==> config.mk <==
export PLATFORM = sky130hd
export DESIGN_NAME = sr_latch_bank_ctrl
export DESIGN_NICKNAME = d
export VERILOG_FILES = /design/src/rtl/sr_latch_bank_ctrl.sv
export SDC_FILE = /design/constraint.sdc
export NUM_CORES = 1
export LEC_CHECK = 0
export CORE_ASPECT_RATIO = 0.9
export CORE_MARGIN = 2
export CORE_UTILIZATION = 46
export CTS_CLUSTER_DIAMETER = 80
export CTS_CLUSTER_SIZE = 10
export DETAILED_ROUTE_END_ITERATION = 10
export PLACE_DENSITY = 0.83
export SYNTH_ARGS = -nofsm -noshare
export SYNTH_HDL_FRONTEND = slang
export SYNTH_SLANG_ARGS = --single-unit
==> constraint.sdc <==
create_clock -name clk -period 4 [get_ports clk]
set_input_delay 0.6 -clock clk [delete_from_list [all_inputs] [get_ports clk]]
set_output_delay 0.6 -clock clk [all_outputs]
set_load 0.01 [all_outputs]
==> src/rtl/sr_latch_bank_ctrl.sv <==
// Round-robin sequencer driving a bank of gated SR latches through setup/enable/hold phases.
// Optional Q readback compare is enabled by defining SRL_CTRL_READBACK_EN.
module sr_latch_bank_ctrl #(
    parameter int unsigned N_LATCH   = 4,
    parameter int unsigned AW        = 2,
    parameter int unsigned SETUP_CYC = 2,
    parameter int unsigned PULSE_CYC = 4,
    parameter int unsigned HOLD_CYC  = 2
) (
    input  logic              clk,
    input  logic              rst_n,
    input  logic [1:0]        req_valid,
    output logic [1:0]        req_ready,
    input  logic [2*AW-1:0]   req_addr,
    input  logic [3:0]        req_op,
    output logic [N_LATCH-1:0] latch_s,
    output logic [N_LATCH-1:0] latch_r,
    output logic [N_LATCH-1:0] latch_e,
    input  logic [N_LATCH-1:0] latch_q,
    output logic [N_LATCH-1:0] shadow_q,
    output logic              busy,
    output logic              done,
    output logic              err
);

    localparam int unsigned MaxSp  = (SETUP_CYC > PULSE_CYC) ? SETUP_CYC : PULSE_CYC;
    localparam int unsigned MaxCyc = (MaxSp > HOLD_CYC) ? MaxSp : HOLD_CYC;
    localparam int unsigned CntW   = $clog2(MaxCyc + 1);

    localparam logic [CntW-1:0] SetupLoad = CntW'(SETUP_CYC - 1);
    localparam logic [CntW-1:0] PulseLoad = CntW'(PULSE_CYC - 1);
    localparam logic [CntW-1:0] HoldLoad  = CntW'(HOLD_CYC - 1);

    localparam logic [1:0] OpNop   = 2'b00;
    localparam logic [1:0] OpSet   = 2'b01;
    localparam logic [1:0] OpReset = 2'b10;

    typedef enum logic [1:0] {StIdle, StSetup, StEnable, StHold} state_e;

    state_e              state_q, state_d;
    logic [CntW-1:0]     cnt_q, cnt_d;
    logic [AW-1:0]       addr_q, addr_d;
    logic                op_set_q, op_set_d;
    logic                last_grant_q, last_grant_d;
    logic [N_LATCH-1:0]  shadow_state_q, shadow_state_d;
    logic                done_q, done_d;
    logic                err_q, err_d;

    logic [1:0]          grant;
    logic [AW-1:0]       sel_addr;
    logic [1:0]          sel_op;
    logic                addr_ok;
    logic [N_LATCH-1:0]  sel_mask;
    logic                drive_sr;
    logic                rb_mismatch;

`ifdef SRL_CTRL_READBACK_EN
    logic [N_LATCH-1:0]  q_sync_q;

    always_ff @(posedge clk) begin
        if (!rst_n) begin
            q_sync_q <= '0;
        end else begin
            q_sync_q <= latch_q;
        end
    end

    // Expected post-command level is 1 for set, 0 for reset.
    assign rb_mismatch = (|(q_sync_q & sel_mask)) != op_set_q;
`else
    logic unused_latch_q;
    assign unused_latch_q = ^latch_q;
    assign rb_mismatch    = 1'b0;
`endif

    // Ties go to the requester that was not granted last; gated off while in reset.
    always_comb begin
        grant = 2'b00;
        if (rst_n && state_q == StIdle) begin
            if (req_valid == 2'b11) begin
                grant = last_grant_q ? 2'b01 : 2'b10;
            end else begin
                grant = req_valid;
            end
        end
    end

    assign req_ready = grant;
    assign sel_addr  = grant[1] ? req_addr[2*AW-1:AW] : req_addr[AW-1:0];
    assign sel_op    = grant[1] ? req_op[3:2] : req_op[1:0];
    assign addr_ok   = 32'(sel_addr) < N_LATCH;
    assign sel_mask  = N_LATCH'(1) << addr_q;

    always_comb begin
        state_d        = state_q;
        cnt_d          = cnt_q;
        addr_d         = addr_q;
        op_set_d       = op_set_q;
        last_grant_d   = last_grant_q;
        shadow_state_d = shadow_state_q;
        done_d         = 1'b0;
        err_d          = 1'b0;
        unique case (state_q)
            StIdle: begin
                if (|grant) begin
                    last_grant_d = grant[1];
                    addr_d       = sel_addr;
                    if ((sel_op == OpSet || sel_op == OpReset) && addr_ok) begin
                        op_set_d = (sel_op == OpSet);
                        cnt_d    = SetupLoad;
                        state_d  = StSetup;
                    end else if (sel_op == OpNop) begin
                        done_d = 1'b1;
                    end else begin
                        err_d = 1'b1;
                    end
                end
            end
            StSetup: begin
                if (cnt_q == '0) begin
                    cnt_d   = PulseLoad;
                    state_d = StEnable;
                end else begin
                    cnt_d = cnt_q - 1'b1;
                end
            end
            StEnable: begin
                if (cnt_q == '0) begin
                    cnt_d   = HoldLoad;
                    state_d = StHold;
                end else begin
                    cnt_d = cnt_q - 1'b1;
                end
            end
            StHold: begin
                if (cnt_q == '0) begin
                    shadow_state_d = op_set_q ? (shadow_state_q | sel_mask)
                                              : (shadow_state_q & ~sel_mask);
                    done_d  = 1'b1;
                    err_d   = rb_mismatch;
                    state_d = StIdle;
                end else begin
                    cnt_d = cnt_q - 1'b1;
                end
            end
            default: state_d = StIdle;
        endcase
    end

    always_ff @(posedge clk) begin
        if (!rst_n) begin
            state_q        <= StIdle;
            cnt_q          <= '0;
            addr_q         <= '0;
            op_set_q       <= 1'b0;
            last_grant_q   <= 1'b1;
            shadow_state_q <= '0;
            done_q         <= 1'b0;
            err_q          <= 1'b0;
        end else begin
            state_q        <= state_d;
            cnt_q          <= cnt_d;
            addr_q         <= addr_d;
            op_set_q       <= op_set_d;
            last_grant_q   <= last_grant_d;
            shadow_state_q <= shadow_state_d;
            done_q         <= done_d;
            err_q          <= err_d;
        end
    end

    // S/R span SETUP and ENABLE so they are stable for the whole E pulse.
    assign drive_sr = (state_q == StSetup) || (state_q == StEnable);
    assign latch_s  = (drive_sr && op_set_q)  ? sel_mask : '0;
    assign latch_r  = (drive_sr && !op_set_q) ? sel_mask : '0;
    assign latch_e  = (state_q == StEnable)   ? sel_mask : '0;
    assign shadow_q = shadow_state_q;
    assign busy     = (state_q != StIdle);
    assign done     = done_q;
    assign err      = err_q;

endmodule

==> results.ini <==
[clocking]
cts_repair_resize_count=0
cts_tree=built
clock_sink_count=15
root_buffer=sky130_fd_sc_hd__clkbuf_4
cts_hold_buf=0
h-tree-depth=1
insertion_delay_ns=0.29
cts.clk_slew.worst_paths_ns=0.10
cts_setup_buffers=0
number_of_buffers_between_clock_root_and_the_deepest_sink=2
total_clock_buffers_created_by_cts=3

[yosys]
yosysWarnings=0
synthesized_nets=148
yosys_most_used_dff=sky130_fd_sc_hd__dfxtp_1
syn-instance-count=123
yosys.area.top_type_share_pct=31.3
synth-edff-count=0
ys_seq_elements=15
synth_area_leader_cell=sky130_fd_sc_hd__dfxtp_1
synth_seq_area_share_pct=31.3
yosys.cell_types.count=31
post_synth_instance_area_um2=960
synth.most_common_cell=sky130_fd_sc_hd__nor2_1
synth_top_cells_by_count=sky130_fd_sc_hd__nor2_1, sky130_fd_sc_hd__dfxtp_1, sky130_fd_sc_hd__nand2_1
synth_top_cells_by_area=sky130_fd_sc_hd__dfxtp_1, sky130_fd_sc_hd__ha_1, sky130_fd_sc_hd__mux2i_1
post_synth.cell_area_avg_um2=7.80
synth_async_sr_flop_share_pct=0

[pwr]
power_frac_comb_pct=52.8
report.power.total_w=0.000636
power_per_cell_area_nw_per_um2=486
max-vdd-ir-drop_mv=0.304
power_leakage_nw=0.503
clock_power_share_pct=14.6
total_switching_power_w=0.000268
p_int_w=0.000368
sequentialPowerShare_pct=32.6
power.switching_fraction_pct=42.1

[drt]
num_vias=981
detailedRoute.firstPassIterationCount=4
vias_per_cell=5.51
drtIter0Drc=39
routed_wire_length_per_instance_um=12.9
drtAntennaViolNets=0
remaining_drc_errors=0
route.final.wire_length_um=2300

[sta]
period_minus_slack_ns=2.95
slew_viol_final=0
tightest_slew_ns=0.455
final_setup_violation_count=0
finalHoldViolCount=0
timing.fmax_ghz=0.338
summed_negative_setup_slack_over_all_endpoints_ns=0
timing.max_slew.rel_slack_pct=69.6
worst_slack_ns=1.05
min_period_over_period_pct=73.9
rsz_0062_raised_after_global_routing=false
final.setup_skew_ns=0.00237

[grt]
grt_use_total_pct=20.1
number_of_antenna_violations_at_the_first_check_in_global_routing=0
grt-ovfl-total=0
first_global_vias=851
grt_max_degree=15
global_route_wire_length_before_repair_um=3630

[flow_run]
maxCapViolations=0

[cells_and_area]
final_cell_area_um2=1310
diodes=0
final_cell_count_no_fill=178
syn_to_final_growth_pct=36.2
sequential_cell_area_um2=300
num-nets-final=179
layout-drive-gt1-share_pct=3.27
multi_input_comb_area_um2=596
final.fill_count=174

[die]
boundaryPins=37
floorplan.die.height_um=47.3
initial_core_util_pct=49.2
floorplan.die_area_um2=2470
fp.dieW_um=52.1
rows=15
coreArea_um2=1950

[placement]
place_inst=174
dp.final_hpwl_um=1810
placed_cell_area_um2=1280
place_ws_ns=0.902
routabilityCongestion=0.825
io_buffers=32

[setup_path]
timing.critical_path.buf_inv=2
crit_path_cell_trace=clkdlybuf4s50_1 > nand3_1 > a21oi_2 > clkdlybuf4s50_1
start_kind=input port
timing.setup.critical_path_class=in2out
worst_path_most_repeated_cell=sky130_fd_sc_hd__clkdlybuf4s50_1
timing.critical_path.arrival_ns=2.35
cpLargestDelayFamily=buffers and inverters
ff2ff_setup_slack_ns=1.49
critical-path-slowest-cell=sky130_fd_sc_hd__clkdlybuf4s50_1
critical-path-max-stage-delay_ns=0.75
worst-path-max-fanout=14
endpoint_kind=output port
critPathRequiredTime_ns=3.40

[min_path]
hold_class=reg2reg

[status]
status=completed

[power groups by stage]
stage | registers [W] | clock network (W) | logic (W)
after detailed placement | 0.000210 | 0 | 0.000333
final | 0.000207 | 0.0000929 | 0.000336
after global placement | 0.000207 | 0 | 0.000326
after CTS | 0.000207 | 0.0000923 | 0.000335
after floorplan | 0.000198 | 0 | 0.000240
after global routing | 0.000212 | 0.000101 | 0.000377
[metal layers]
| layer | routed length [um] | vias to the layer above | part of all wire [%] | global-route usage, % |
|---|---|---|---|---|
| li1 | - | 489 | - | - |
| met1 | 1030 | 456 | 45 | 23.7 |
| met2 | 1130 | 32 | 49 | 36.7 |
| met3 | 124 | 4 | 5.4 | 5.73 |
| met4 | 20 | 0 | 0.87 | 4.62 |
| met5 | 0 | - | 0 | 0 |
[through the flow]
stage,hold slack (ns),utilization (%)
4_1_cts,0.477,67.0
3_5_place_dp,0.464,65.6
5_1_grt,0.493,67.0
6_report,0.474,67.0
3_3_place_gp,0.447,65.6
2_1_floorplan,0.435,-
[cell usage in the layout (no fill, tap or decap), types with 2 or more instances in the layout]
master | Yosys | final
sky130_fd_sc_hd__a21oi_1 | 9 | 9
sky130_fd_sc_hd__a222oi_1 | 2 | 2
sky130_fd_sc_hd__a31oi_1 | 2 | 2
sky130_fd_sc_hd__clkbuf_4 | 0 | 3
sky130_fd_sc_hd__clkdlybuf4s50_1 | 0 | 32
sky130_fd_sc_hd__dfxtp_1 | 15 | 15
sky130_fd_sc_hd__ha_1 | 9 | 9
sky130_fd_sc_hd__inv_1 | 9 | 9
sky130_fd_sc_hd__mux2i_1 | 6 | 6
sky130_fd_sc_hd__nand2_1 | 11 | 11
sky130_fd_sc_hd__nand2b_1 | 4 | 4
sky130_fd_sc_hd__nand3_1 | 3 | 3
sky130_fd_sc_hd__nand4b_1 | 2 | 2
sky130_fd_sc_hd__nor2_1 | 16 | 16
sky130_fd_sc_hd__nor3_1 | 7 | 7
sky130_fd_sc_hd__o211ai_1 | 2 | 2
sky130_fd_sc_hd__o21ai_0 | 7 | 7
[path summary, 6_finish.rpt]
check                                               end               startpoint  depth (start not counted)
worst max register to register  state_q[1]$_SDFFE_PN0P_  state_q[0]$_SDFFE_PN0P_                         10
worst min register to register    cnt_q[1]$_SDFFE_PN0P_    cnt_q[1]$_SDFFE_PN0P_                          2
worst max-delay path                       req_ready[1]                    rst_n                          4
worst min-delay path              cnt_q[1]$_SDFFE_PN0P_    cnt_q[1]$_SDFFE_PN0P_                          2
[cells by family (layout without fill, tap and decap cells)]
kind of cell,count (synthesis),in the layout,share of synthesized area (%)
mux,6,6,6.26
buf+inv,15,45,6.65
flops,15,15,31.3
compound gates,28,28,18.9
simple gates,50,50,25.2
fa+ha+maj,9,9,11.7
[area by class of cell]
cell class              instances  area share, %
multi-input cells              93           45.6
inverters                       9           2.58
well taps                      25           2.39
flip-flops and latches         15           23.0
repair buffers                 32           24.5
clock buffers                   4           2.01
[worst register-to-register path: cells and delay by family, from the launching register on]
kind / cells / cell delay (ns)
compound gates: 3 / 0.57
fa+ha+maj: 2 / 0.64
buf+inv: 1 / 0.11
flops: 1 / 0.36
mux: 2 / 0.50
simple gates: 2 / 0.26
Note: power is estimated with default switching activity, not from simulation.
